File: src/rtl/mem_arbiter.sv
// mem_arbiter: shares one variable-latency memory port between the fetch stage
// (instruction reads) and the mem stage (data loads/stores). One transaction is
// in flight at a time: IDLE -> REQ -> WAIT -> RESP -> IDLE.
// Build option: define ARB_ROUND_ROBIN_EN to break simultaneous-request ties
// round-robin; otherwise the data stage always wins ties.
module mem_arbiter #(
  parameter int ADDR_WIDTH = 32,
  parameter int DATA_WIDTH = 32
) (
  input  logic                  clk_i,
  input  logic                  rst_i,
  input  logic                  if_req_valid_i,
  input  logic [ADDR_WIDTH-1:0] if_req_addr_i,
  output logic                  if_rsp_valid_o,
  output logic [DATA_WIDTH-1:0] if_rsp_data_o,
  input  logic                  dm_req_valid_i,
  input  logic                  dm_req_we_i,
  input  logic [ADDR_WIDTH-1:0] dm_req_addr_i,
  input  logic [DATA_WIDTH-1:0] dm_req_wdata_i,
  output logic                  dm_rsp_valid_o,
  output logic [DATA_WIDTH-1:0] dm_rsp_data_o,
  output logic                  mem_req_valid_o,
  output logic                  mem_req_we_o,
  output logic [ADDR_WIDTH-1:0] mem_req_addr_o,
  output logic [DATA_WIDTH-1:0] mem_req_wdata_o,
  input  logic                  mem_rsp_valid_i,
  input  logic [DATA_WIDTH-1:0] mem_rsp_data_i,
  output logic                  busy_o
);

  typedef enum logic [1:0] {IDLE, REQ, WAIT, RESP} state_e;
  typedef enum logic [1:0] {OWN_NONE, OWN_IF, OWN_DM} owner_e;

  state_e                state_q, state_d;
  owner_e                owner_q, owner_d;
  logic                  mem_req_valid_q, mem_req_valid_d;
  logic                  mem_req_we_q, mem_req_we_d;
  logic [ADDR_WIDTH-1:0] mem_req_addr_q, mem_req_addr_d;
  logic [DATA_WIDTH-1:0] mem_req_wdata_q, mem_req_wdata_d;
  logic                  if_rsp_valid_q, if_rsp_valid_d;
  logic [DATA_WIDTH-1:0] if_rsp_data_q, if_rsp_data_d;
  logic                  dm_rsp_valid_q, dm_rsp_valid_d;
  logic [DATA_WIDTH-1:0] dm_rsp_data_q, dm_rsp_data_d;
  logic                  busy_q, busy_d;

  logic any_req;
  logic tie_dm;
  logic grant_dm;

`ifdef ARB_ROUND_ROBIN_EN
  // last_dm_q = 1 means the data stage was granted last; reset value lets fetch win the first tie.
  logic last_dm_q, last_dm_d;
  assign tie_dm = ~last_dm_q;
`else
  assign tie_dm = 1'b1;
`endif

  assign any_req  = if_req_valid_i | dm_req_valid_i;
  assign grant_dm = dm_req_valid_i & (~if_req_valid_i | tie_dm);

  // State register.
  always_ff @(posedge clk_i) begin
    // NOTE: sequential state uses non-blocking assignment so every flop samples pre-edge values.
    if (rst_i) state_q <= IDLE;
    else       state_q <= state_d;
  end

  // Next-state logic; memory completions only matter in REQ and WAIT.
  always_comb begin
    // NOTE: default first so no path through the case leaves state_d unassigned (no latch).
    state_d = state_q;
    case (state_q)
      IDLE:    if (any_req) state_d = REQ;
      REQ:     state_d = mem_rsp_valid_i ? RESP : WAIT;
      WAIT:    if (mem_rsp_valid_i) state_d = RESP;
      RESP:    state_d = IDLE;
      default: state_d = IDLE;
    endcase
  end

  // Output/datapath next values; every output is registered from these.
  always_comb begin
    owner_d         = owner_q;
    mem_req_valid_d = (state_d == REQ);
    mem_req_we_d    = mem_req_we_q;
    mem_req_addr_d  = mem_req_addr_q;
    mem_req_wdata_d = mem_req_wdata_q;
    if_rsp_valid_d  = 1'b0;
    if_rsp_data_d   = '0;
    dm_rsp_valid_d  = 1'b0;
    dm_rsp_data_d   = '0;
    busy_d          = (state_d != IDLE);
`ifdef ARB_ROUND_ROBIN_EN
    last_dm_d       = last_dm_q;
`endif

    // Grant: capture the winner's request; held unchanged until the return to IDLE.
    if (state_q == IDLE && any_req) begin
      owner_d = grant_dm ? OWN_DM : OWN_IF;
      if (grant_dm) begin
        mem_req_we_d    = dm_req_we_i;
        mem_req_addr_d  = dm_req_addr_i;
        mem_req_wdata_d = dm_req_we_i ? dm_req_wdata_i : '0;
      end else begin
        mem_req_we_d    = 1'b0;
        mem_req_addr_d  = if_req_addr_i;
        mem_req_wdata_d = '0;
      end
`ifdef ARB_ROUND_ROBIN_EN
      last_dm_d = grant_dm;
`endif
    end

    // Completion: route the memory data straight into the owner's response register.
    if (state_d == RESP) begin
      if (owner_q == OWN_IF) begin
        if_rsp_valid_d = 1'b1;
        if_rsp_data_d  = mem_rsp_data_i;
      end else if (owner_q == OWN_DM) begin
        dm_rsp_valid_d = 1'b1;
        dm_rsp_data_d  = mem_req_we_q ? '0 : mem_rsp_data_i;
      end
    end

    // Back in IDLE the memory request lines and owner are cleared.
    if (state_d == IDLE) begin
      owner_d         = OWN_NONE;
      mem_req_we_d    = 1'b0;
      mem_req_addr_d  = '0;
      mem_req_wdata_d = '0;
    end
  end

  // Output and datapath registers; reset aborts any transaction in flight.
  always_ff @(posedge clk_i) begin
    if (rst_i) begin
      owner_q         <= OWN_NONE;
      mem_req_valid_q <= 1'b0;
      mem_req_we_q    <= 1'b0;
      mem_req_addr_q  <= '0;
      mem_req_wdata_q <= '0;
      if_rsp_valid_q  <= 1'b0;
      if_rsp_data_q   <= '0;
      dm_rsp_valid_q  <= 1'b0;
      dm_rsp_data_q   <= '0;
      busy_q          <= 1'b0;
`ifdef ARB_ROUND_ROBIN_EN
      last_dm_q       <= 1'b1;
`endif
    end else begin
      owner_q         <= owner_d;
      mem_req_valid_q <= mem_req_valid_d;
      mem_req_we_q    <= mem_req_we_d;
      mem_req_addr_q  <= mem_req_addr_d;
      mem_req_wdata_q <= mem_req_wdata_d;
      if_rsp_valid_q  <= if_rsp_valid_d;
      if_rsp_data_q   <= if_rsp_data_d;
      dm_rsp_valid_q  <= dm_rsp_valid_d;
      dm_rsp_data_q   <= dm_rsp_data_d;
      busy_q          <= busy_d;
`ifdef ARB_ROUND_ROBIN_EN
      last_dm_q       <= last_dm_d;
`endif
    end
  end

  assign mem_req_valid_o = mem_req_valid_q;
  assign mem_req_we_o    = mem_req_we_q;
  assign mem_req_addr_o  = mem_req_addr_q;
  assign mem_req_wdata_o = mem_req_wdata_q;
  assign if_rsp_valid_o  = if_rsp_valid_q;
  assign if_rsp_data_o   = if_rsp_data_q;
  assign dm_rsp_valid_o  = dm_rsp_valid_q;
  assign dm_rsp_data_o   = dm_rsp_data_q;
  assign busy_o          = busy_q;

endmodule

File: config.mk
export PLATFORM = sky130hd
export DESIGN_NAME = mem_arbiter
export DESIGN_NICKNAME = d
export VERILOG_FILES = /design/src/rtl/mem_arbiter.sv
export SDC_FILE = /design/constraint.sdc
export NUM_CORES = 1
export LEC_CHECK = 0
export BUFFER_PORTS_ARGS = -buffer_cell sky130_fd_sc_hd__buf_2
export CAP_MARGIN = 10
export CORE_ASPECT_RATIO = 1.2
export CORE_MARGIN = 1.5
export CORE_UTILIZATION = 49
export DETAILED_ROUTE_END_ITERATION = 8
export PLACE_DENSITY_LB_ADDON = 0.12
export SLEW_MARGIN = 30
export SYNTH_ARGS = -nofsm -noshare
export SYNTH_HDL_FRONTEND = slang
export SYNTH_SLANG_ARGS = --single-unit
File: constraint.sdc
create_clock -name clk_i -period 3.2 [get_ports clk_i]
set_input_delay 0.16 -clock clk_i [delete_from_list [all_inputs] [get_ports clk_i]]
set_output_delay 0.16 -clock clk_i [all_outputs]
set_load 0.02 [all_outputs]
==> impl_metrics.py <==
metrics = {
    "status": {
        "outcome": "finished, final reports clean",
    },
    "sta": {
        "maxSlewViolCount": 0,
        "fin_crit_sh_pct": 70.73,
        "relSlewSlack_pct": 47.04,
        "worst_pin_slew_ns": 0.7944,
        "skew_ns": 0.009630,
        "fin_crit_ns": 2.263,
        "worst_slack_ns": 0.9368,
        "whs_ns": 0.004901,
        "setup_viol": 0,
        "fin_tns_setup_ns": 0,
        "rsz0062_at_grt": "false",
        "fmax_ghz": 0.4418,
        "finalHoldViolCount": 0,
    },
    "placement": {
        "port_buffers": 266,
        "pre_cts_slack_ns": 0.9539,
        "gp_congestion": 0.8336,
        "place_hpwl_um": 9833,
    },
    "clocking": {
        "cts.sink_count": 137,
        "cts_made_buffers": 17,
        "cts_max_level": 4,
        "clockBufferDepth": 2,
        "cts_tree": "built",
        "cts-resized-gates": 0,
        "clockRootBuffer": "clkbuf_16",
        "insertion_delay_ns": 0.41,
        "path_clk_slew_ns": 0.06,
    },
    "yosys": {
        "synth-xor-area-share_pct": 0,
        "synthSimpleGateAreaFrac_pct": 30.25,
        "synth_area_sq_um": 5294,
        "synth_top_family_by_area": "simple AND/OR/NAND/NOR gates",
        "yosysSeqAreaShare_pct": 51.81,
        "synth_fp_nets": 688,
        "synthAdderAreaFrac_pct": 0.9454,
        "synthCells": 550,
        "synth_compound_area_share_pct": 11.42,
        "yosysWarnings": 0,
        "synth_mux_area_share_pct": 0,
        "ys_ff_latch": 137,
        "synth_cell_types": 30,
        "syn_avg_cell_area_sq_um": 9.625,
    },
    "layout": {
        "fillers": 864,
        "finalNetCount": 931,
        "syn_to_final_growth_pct": 37.44,
        "final_common_cell": "buf_2",
        "drive_above_1_share_pct": 40.45,
        "diodes": 0,
        "layout_common_cells": "buf_2, dfxtp_1, nor2_1, nor3b_1, nor3_1",
        "final_util_pct": 69.19,
    },
    "critical_path": {
        "crit_path_start": "state_q[0]",
        "worstSetupPathType": "reg -> reg",
        "regToRegSetupSlack_ns": 0.94,
        "arrival_ns": 2.53,
        "cp-end-kind": "flip-flop",
        "cp_max_fo": 68,
        "cp-start-kind": "flip-flop",
        "crit_required_ns": 3.46,
        "reg2reg_from": "state_q[0]",
        "reg2reg_depth": 6,
        "r2r-end": "if_rsp_data_o[6]",
        "crit_path_end": "if_rsp_data_o[6]",
    },
    "floorplan": {
        "fp.dieW_um": 97.89,
        "core_area_sq_um": 10520,
        "die_h_um": 116.9,
        "rows": 41,
        "floorplan.die_area_sq_um": 11440,
        "start_util_pct": 50.34,
        "io-pin-count": 267,
    },
    "routing": {
        "vias_per_cell": 5.414,
        "vias": 5062,
        "drc": 0,
        "postRouteWirelength_um": 14690,
        "wire_per_inst_um": 15.71,
        "drt_iter0_markers": 293,
        "dr.pass1.iters": 5,
        "antenna_left": 0,
    },
    "power_and_ir_drop": {
        "power_density_nw_per_um2": 854.2,
        "p_total_uw": 6215,
        "ir_drop_uv": 568.9,
        "power.leakage_uw": 0.003290,
    },
    "global_routing": {
        "grt_max_degree": 71,
        "antenna_found_initial": 0,
        "track_usage_pct": 24.65,
        "grt_pass1_wl_um": 22690,
        "gr-total-overflow": 0,
        "grt_pass1_vias": 4719,
    },
    "flow_run": {
        "maxCapViolCount": 0,
    },
    "min_path": {
        "min-delay-path-class": "in -> reg",
    },
}
==> worst max-delay path, cell delays in order, from the launching register on <==
cell and delay, ns:
dfxtp_1 0.44, inv_1 0.12, ha_1 0.27, or2_1 0.32, a221oi_4 0.24, buf_4 0.56
nor3b_1 0.13
==> registers in the layout, summed over array words and instances (netlist names) <==
signal and cells:
if_rsp_valid_o 1, mem_req_we_o 1, mem_req_wdata_o 32, if_rsp_data_o 32, busy_o 1, dm_rsp_data_o 32
state_q 2, mem_req_valid_o 1, mem_req_addr_o 32, dm_rsp_valid_o 1, owner_q 2
==> what timing repair did <==
item                                    4_1_cts  5_1_grt
endpoints found under the setup margin        0        0
endpoints found under the hold margin         8        0
buffers inserted                              0        0
hold buffers                                  8        0
==> through the flow <==
| step | instance area [sq um] | std cells |
|---|---|---|
| finish | 7276 | 935 |
| global route | 7276 | 935 |
| CTS | 7276 | 935 |
| detailed placement | 6619 | 895 |
| global placement | 6619 | 895 |
| floorplan | 5294 | 550 |
==> cell usage after synthesis <==
cell type | number | area share (%)
a2111oi_0 | 1 | 0.17
a211oi_1 | 1 | 0.14
a211oi_2 | 1 | 0.24
a21o_1 | 1 | 0.14
a21oi_1 | 13 | 1.2
a221oi_2 | 1 | 0.28
a22oi_1 | 32 | 4.5
and3_1 | 1 | 0.12
buf_2 | 17 | 1.6
buf_4 | 3 | 0.43
buf_6 | 3 | 0.64
clkbuf_1 | 39 | 2.8
dfxtp_1 | 137 | 52
ha_1 | 4 | 0.95
inv_1 | 2 | 0.14
nand2_1 | 3 | 0.21
nand3b_1 | 12 | 1.7
nand4b_1 | 32 | 5.3
nor2_1 | 56 | 4.0
nor2b_1 | 24 | 2.8
nor3_1 | 34 | 3.2
nor3b_1 | 53 | 7.5
nor4_1 | 32 | 3.8
nor4bb_1 | 1 | 0.19
o21a_1 | 22 | 3.1
o21ai_1 | 1 | 0.094
o22ai_1 | 11 | 1.3
o31a_1 | 1 | 0.17
or2_1 | 1 | 0.12
or2_2 | 11 | 1.3
==> report_power, final <==
part / total (uW) / leakage, uW / switching (uW) / internal, uW
sequential: 2120 / 0.00111 / 145 / 1970
clock: 1890 / 0.000269 / 744 / 1150
combinational: 2210 / 0.00191 / 1490 / 719
==> layer usage <==
metal | wire (um) | GRT usage (%) | part of all wire (%)
met5 | 0 | 0 | 0
met4 | 335 | 10.95 | 2.3
met3 | 1034 | 7.185 | 7.0
met2 | 7427 | 43.26 | 51
met1 | 5888 | 28.05 | 40
==> kinds of logic after synthesis <==
| group | after synthesis |
|---|---|
| DFF | 137 |
| AOI/OAI and AO/OA | 85 |
| and+or+nand+nor | 260 |
| adders and majority gates | 4 |
| buffers and inverters | 64 |
==> worst min-delay path by stage <==
stage | from | cells past startpoint | endpoint | slack, ns
CTS | mem_rsp_data_i[13] | 3 | dm_rsp_data_o[13] | 0.0005
floorplan | mem_rsp_data_i[0] | 2 | dm_rsp_data_o[0] | 0.30
global placement | mem_rsp_data_i[2] | 3 | dm_rsp_data_o[2] | 0.42
finish | mem_rsp_data_i[16] | 3 | dm_rsp_data_o[16] | 0.005
global route | mem_rsp_data_i[13] | 3 | dm_rsp_data_o[13] | 0.002
detailed placement | mem_rsp_data_i[1] | 3 | dm_rsp_data_o[1] | 0.42
==> area by class of cell <==
type / count / area (sq um) / area share (%)
clock inverters: 14 / 147.6 / 2.029
repair buffers: 286 / 1501 / 20.64
flip-flops and latches: 137 / 2743 / 37.70
clock buffers: 18 / 429.2 / 5.899
well taps: 129 / 161.4 / 2.218
multi-input cells: 349 / 2286 / 31.42
inverters: 2 / 7.507 / 0.1032
(Power assumes the default switching activity.)
